## config.mk

```make
export PLATFORM = sky130hd
export DESIGN_NAME = cgra_dma_engine
export DESIGN_NICKNAME = d
export VERILOG_FILES = /design/src/rtl/cgra_dma_engine.sv
export SDC_FILE = /design/constraint.sdc
export NUM_CORES = 1
export LEC_CHECK = 0
export ABC_AREA = 1
export CAP_MARGIN = 20
export CORE_MARGIN = 2
export CORE_UTILIZATION = 23
export CTS_CLUSTER_SIZE = 12
export DETAILED_ROUTE_END_ITERATION = 10
export PLACE_DENSITY = 0.45
export SETUP_SLACK_MARGIN = 0.5
export SLEW_MARGIN = 20
export SYNTH_ARGS = -nofsm -noshare
export SYNTH_HDL_FRONTEND = slang
export SYNTH_SLANG_ARGS = --single-unit
```

## constraint.sdc

```tcl
create_clock -name clk -period 3.7 [get_ports clk]
set_clock_uncertainty 0.15 [all_clocks]
set_input_delay 0.74 -clock clk [delete_from_list [all_inputs] [get_ports clk]]
set_output_delay 0.74 -clock clk [all_outputs]
set_load 0.05 [all_outputs]
```

## src/rtl/cgra_dma_engine.sv

```systemverilog
// Word-granular memory-to-memory DMA engine: a read port feeds a small FIFO that drains into a write port.
// Optional macro CGRA_DMA_ALIGN_CHECK_EN rejects misaligned src/dst with a sticky error instead of truncating.
module cgra_dma_engine #(
  parameter int ADDR_WIDTH = 32,
  parameter int DATA_WIDTH = 32,
  parameter int FIFO_DEPTH = 4
) (
  input  logic                  clk,
  input  logic                  rst_n,
  input  logic [31:0]           dma_src,
  input  logic [31:0]           dma_dst,
  input  logic [31:0]           dma_size,
  input  logic                  dma_start,
  output logic                  dma_busy_o,
  output logic                  dma_done_o,
  output logic                  dma_err_o,
  output logic                  rd_req,
  output logic [ADDR_WIDTH-1:0] rd_addr,
  input  logic                  rd_gnt,
  input  logic                  rd_rvalid,
  input  logic [DATA_WIDTH-1:0] rd_rdata,
  output logic                  wr_req,
  output logic [ADDR_WIDTH-1:0] wr_addr,
  output logic [DATA_WIDTH-1:0] wr_wdata,
  input  logic                  wr_gnt
);

  localparam int PW = $clog2(FIFO_DEPTH);
  localparam int CW = PW + 1;

  localparam logic [1:0] S_IDLE = 2'd0;
  localparam logic [1:0] S_RUN  = 2'd1;
  localparam logic [1:0] S_DONE = 2'd2;

  logic [1:0]            r_state;
  logic [29:0]           r_words;
  logic [29:0]           r_rd_cnt;
  logic [29:0]           r_wr_cnt;
  logic [ADDR_WIDTH-1:0] r_rd_addr;
  logic [ADDR_WIDTH-1:0] r_wr_addr;
  logic [CW-1:0]         r_fifo_cnt;
  logic [CW-1:0]         r_pend;
  logic [PW-1:0]         r_wptr;
  logic [PW-1:0]         r_rptr;
  logic [DATA_WIDTH-1:0] r_mem [FIFO_DEPTH];

  logic                  w_start_acc;
  logic                  w_align_err;
  logic [29:0]           w_size_words;
  logic [ADDR_WIDTH-1:0] w_src;
  logic [ADDR_WIDTH-1:0] w_dst;
  logic                  w_run;
  logic                  w_rd_fire;
  logic                  w_push;
  logic                  w_pop;
  logic                  w_last_wr;
  logic [CW:0]           w_inflight;
  logic                  w_unused_bits;

  assign w_start_acc  = (r_state == S_IDLE) && dma_start;
  assign w_size_words = dma_size[31:2];
  assign w_src        = ADDR_WIDTH'({dma_src[31:2], 2'b00});
  assign w_dst        = ADDR_WIDTH'({dma_dst[31:2], 2'b00});
  assign w_unused_bits = ^{dma_size[1:0], dma_src[1:0], dma_dst[1:0]};

`ifdef CGRA_DMA_ALIGN_CHECK_EN
  logic r_err;

  assign w_align_err = (|dma_src[1:0]) || (|dma_dst[1:0]);

  always_ff @(posedge clk or negedge rst_n) begin
    if (!rst_n) begin
      r_err <= 1'b0;
    end else if (w_start_acc) begin
      r_err <= w_align_err;
    end
  end

  assign dma_err_o = r_err;
`else
  assign w_align_err = 1'b0;
  assign dma_err_o   = 1'b0;
`endif

  assign w_run      = (r_state == S_RUN);
  // Reads granted but not yet written (in flight or buffered) never exceed the FIFO size.
  assign w_inflight = {1'b0, r_fifo_cnt} + {1'b0, r_pend};

  assign rd_req     = w_run && (r_rd_cnt != r_words) && (w_inflight < (CW+1)'(FIFO_DEPTH));
  assign rd_addr    = r_rd_addr;
  assign wr_req     = w_run && (r_fifo_cnt != '0);
  assign wr_addr    = r_wr_addr;
  assign wr_wdata   = wr_req ? r_mem[r_rptr] : '0;

  assign w_rd_fire  = rd_req && rd_gnt;
  assign w_push     = w_run && rd_rvalid;
  assign w_pop      = wr_req && wr_gnt;
  assign w_last_wr  = w_pop && (r_wr_cnt == (r_words - 30'd1));

  assign dma_busy_o = w_run;
  assign dma_done_o = (r_state == S_DONE);

  always_ff @(posedge clk or negedge rst_n) begin
    if (!rst_n) begin
      r_state   <= S_IDLE;
      r_words   <= '0;
      r_rd_cnt  <= '0;
      r_wr_cnt  <= '0;
      r_rd_addr <= '0;
      r_wr_addr <= '0;
    end else begin
      case (r_state)
        S_IDLE: begin
          if (dma_start) begin
            r_rd_addr <= w_src;
            r_wr_addr <= w_dst;
            r_words   <= w_size_words;
            r_rd_cnt  <= '0;
            r_wr_cnt  <= '0;
            r_state   <= (w_align_err || (w_size_words == '0)) ? S_DONE : S_RUN;
          end
        end
        S_RUN: begin
          if (w_rd_fire) begin
            r_rd_addr <= r_rd_addr + ADDR_WIDTH'(4);
            r_rd_cnt  <= r_rd_cnt + 30'd1;
          end
          if (w_pop) begin
            r_wr_addr <= r_wr_addr + ADDR_WIDTH'(4);
            r_wr_cnt  <= r_wr_cnt + 30'd1;
          end
          if (w_last_wr) begin
            r_state <= S_DONE;
          end
        end
        S_DONE: begin
          r_state  <= S_IDLE;
          r_words  <= '0;
          r_rd_cnt <= '0;
          r_wr_cnt <= '0;
        end
        default: r_state <= S_IDLE;
      endcase
    end
  end

  // FIFO bookkeeping; responses arriving outside RUN are discarded.
  always_ff @(posedge clk or negedge rst_n) begin
    if (!rst_n) begin
      r_wptr     <= '0;
      r_rptr     <= '0;
      r_fifo_cnt <= '0;
      r_pend     <= '0;
    end else if (r_state == S_DONE) begin
      r_wptr     <= '0;
      r_rptr     <= '0;
      r_fifo_cnt <= '0;
      r_pend     <= '0;
    end else begin
      if (w_push) begin
        r_wptr <= r_wptr + PW'(1);
      end
      if (w_pop) begin
        r_rptr <= r_rptr + PW'(1);
      end
      case ({w_push, w_pop})
        2'b10:   r_fifo_cnt <= r_fifo_cnt + CW'(1);
        2'b01:   r_fifo_cnt <= r_fifo_cnt - CW'(1);
        default: r_fifo_cnt <= r_fifo_cnt;
      endcase
      case ({w_rd_fire, w_push})
        2'b10:   r_pend <= r_pend + CW'(1);
        2'b01:   r_pend <= r_pend - CW'(1);
        default: r_pend <= r_pend;
      endcase
    end
  end

  always_ff @(posedge clk) begin
    if (w_push) begin
      r_mem[r_wptr] <= rd_rdata;
    end
  end

endmodule

```

==> metrics.cfg <==
[outcome]
status=finished, final reports clean

[sta]
hold_viol_final=0
fin_tns_setup_ns=0
setup_ws_ns=0.530
fin_crit_ns=3.17
maxSlewViolCount=0
fin_crit_sh=0.857
timing.hold.ws_ns=0.0105
worst_slew_margin_rel=0.382
setup_viol=0
rsz0062_at_grt=yes
fmax_ghz=0.316
tightest_slew_ns=0.927

[critical_path]
required_ns=2.81
path_cells=nor2_4 > buf_6 > nand2_1 > a31oi_2 > a21boi_1 > buf_4 > buf_12
endpoint_kind=output port
start_kind=flip-flop
reg2reg_depth=11
arrival_ns=2.28
reg2reg_slack_ns=0.92
timing.rr.end=rd_addr[29]
slowest_delay_ns=0.44
cp_max_fo=8
r2r-start=r_words[7]
crit_family=buffers and inverters
slowest_stage=dfrtp_1
crit_buf_inv=3
crit_type=reg2out

[power_and_ir_drop]
p_leak_nw=8.62
peakVddDrop_mv=0.461
p_per_area_mw_per_mm2=838
switching_share=0.474
p_clk_frac=0.214
pwr-share-comb=0.509
switchingPower_mw=8.58
p_int_mw=9.51
p_seq_frac=0.277

[route]
num_vias=14894
ant_nets=0
firstDrtPassIters=5
wl_met1_mm=26.1
wire_per_inst_um=17.8
wl_met3_mm=3.17
wl_met2_mm=27.2
drt_iter0_markers=1092
vias_per_cell=4.54
highest_layer=met5
drt-total-wl_mm=58.3
drc=0

[final_layout]
stdcell_area_mm2=0.0216
nets=2450
final_util=0.304
diodes=0
syn2layout_area_growth_pct=31.1
drive_above_1_share=0.0803

[floorplan]
fp.dieW_um=272
start_util=0.231
die_y_um=272
dieArea_mm2=0.0737
ioPinCount=235
core_area_mm2=0.0711
rows=98

[synthesis]
synth_common_cells=nand2_1, nor2_1, inv_1
ys_ff_latch=290
synth_edf_count=128
yosysSeqAreaShare=0.480
synthCells=2079
netlist_area_mm2=0.0165
synth_area_leaders=dfrtp_1, edfxtp_1, nand2_1, nor2_1, o21ai_0
ys.flop_type=dfrtp_1
synth_top_area_frac=0.246
async_reset_ff_frac=0.559
yosys.area.top_type=dfrtp_1
ys_warn_count=0
syn_area_per_cell_um2=7.92
yosysMostFrequentCell=nand2_1
yosysUniqueCellTypes=49

[placement]
placed_area_mm2=0.0202
port_buffers=223
place_ws_ns=0.495
hpwl_mm=42.3
place_congestion=0.893

[cts]
clk_pin_slew_ns=0.06
clk_path_buf_depth=3
cts_root_buffer=clkbuf_16
clk_latency_ns=0.57
htree_num_levels=2
numClockSinks=290
cts_tree=yes
numCtsBuffers=39

[job]
drv_cap=0

[grt]
grt_pass1_wl_mm=89.1
grt_pass1_vias=14851
track_usage=0.156
grt-ovfl-total=0
grt_max_degree=85
antenna_found_initial=3

[worst_hold_path]
hold_path.class=in2async

==> metal layers <==
layer,track usage,vias to the layer above
li1,-,7361
met1,0.202,7085
met2,0.256,338
met3,0.0333,104
met4,0.0535,6
met5,0,-
==> power by group through the flow <==
stage                     logic [mW]  clock network, mW  registers [mW]
final                           9.21               3.87            5.01
after global routing            10.1               4.12            5.12
after CTS                       9.28               4.02            5.02
after detailed placement        9.19                  0            5.05
after global placement          9.15                  0            5.05
after floorplan                 4.74                  0            5.86
==> metrics by stage <==
stage	cells	power [mW]
after CTS	3275	18.3
after global placement	3207	14.2
after global routing	3280	19.3
after floorplan	2083	10.6
after detailed placement	3207	14.2
final	3280	18.1
==> state kept, by name, summed over array words and instances (netlist names) <==
name / count
r_fifo_cnt: 3
r_mem: 128
r_pend: 3
r_rd_cnt: 30
r_rptr: 2
r_state: 2
r_words: 30
r_wptr: 2
r_wr_cnt: 30
rd_addr: 30
wr_addr: 30
==> cell families (layout without fill, tap and decap cells) <==
family / count (synthesis) / in the layout / synth area share
buffers and inverters: 305 / 552 / 0.0737
multiplexers: 5 / 5 / 0.00304
XOR/XNOR: 96 / 96 / 0.0511
adder cells (fa/ha/maj): 13 / 13 / 0.0108
other: 1 / 5 / 0.000228
AND/OR/NAND/NOR: 1036 / 1036 / 0.273
AO/OA/AOI/OAI: 333 / 333 / 0.109
flip-flops: 290 / 290 / 0.480
==> area by class of cell <==
type,instances,area (um^2)
repair buffers,261,2910
clock inverters,21,258
flip-flops and latches,290,7900
well taps,950,1190
fillers,7646,49500
multi-input cells,1488,7460
clock buffers,47,1030
inverters,223,841
==> repair_timing <==
item | CTS | global route
gates resized for setup | 20 | 5
hold buffers | 0 | 0
setup endpoints to repair | 35 | 13
setup buffers | 0 | 5
gates cloned | 0 | 0
==> worst register-to-register path, stage by stage, from the launching register on <==
cell	delay, ns
dfrtp_1	0.52
inv_2	0.11
nand2_1	0.07
nand4_1	0.12
nor2_1	0.13
nand3_1	0.10
nor2_2	0.19
nand2_1	0.11
nand3_2	0.17
nand2_2	0.28
inv_1	0.50
o21ai_0	0.18
==> layout by cell type (no fill, tap or decap), types with 6 or more instances in the layout <==
master,instances
nand2_1,421
nor2_1,323
inv_1,217
o21ai_0,189
clkdlybuf4s50_1,186
dfrtp_1,159
edfxtp_1,128
nand3_1,82
nand4_1,69
xor2_1,69
nor3_1,65
a21oi_1,60
clkbuf_16,39
buf_12,38
buf_4,32
xnor2_1,27
nor4_1,22
o22ai_1,19
a31oi_1,14
o21ai_1,12
ha_1,11
o211ai_1,10
nor2_2,9
a21oi_2,8
nor2_4,7
o31ai_1,7
clkinv_2,7
nand2_2,6
or2_2,6
nor3b_1,6
clkbuf_1,6
==> worst max-delay path by stage <==
| stage | from | slack (ns) | endpoint | cells past startpoint |
|---|---|---|---|---|
| 2_1_floorplan | r_fifo_cnt[2] | 0.55 | rd_req | 5 |
| 3_3_place_gp | dma_start | 0.52 | rd_addr[21] | 8 |
| 3_5_place_dp | dma_start | 0.50 | rd_addr[21] | 8 |
| 4_1_cts | r_state[1] | 0.44 | wr_wdata[31] | 5 |
| 5_1_grt | r_fifo_cnt[2] | 0.42 | rd_req | 7 |
| 6_report | r_state[1] | 0.53 | rd_req | 7 |
No activity file was read; power rests on OpenSTA's default activity.
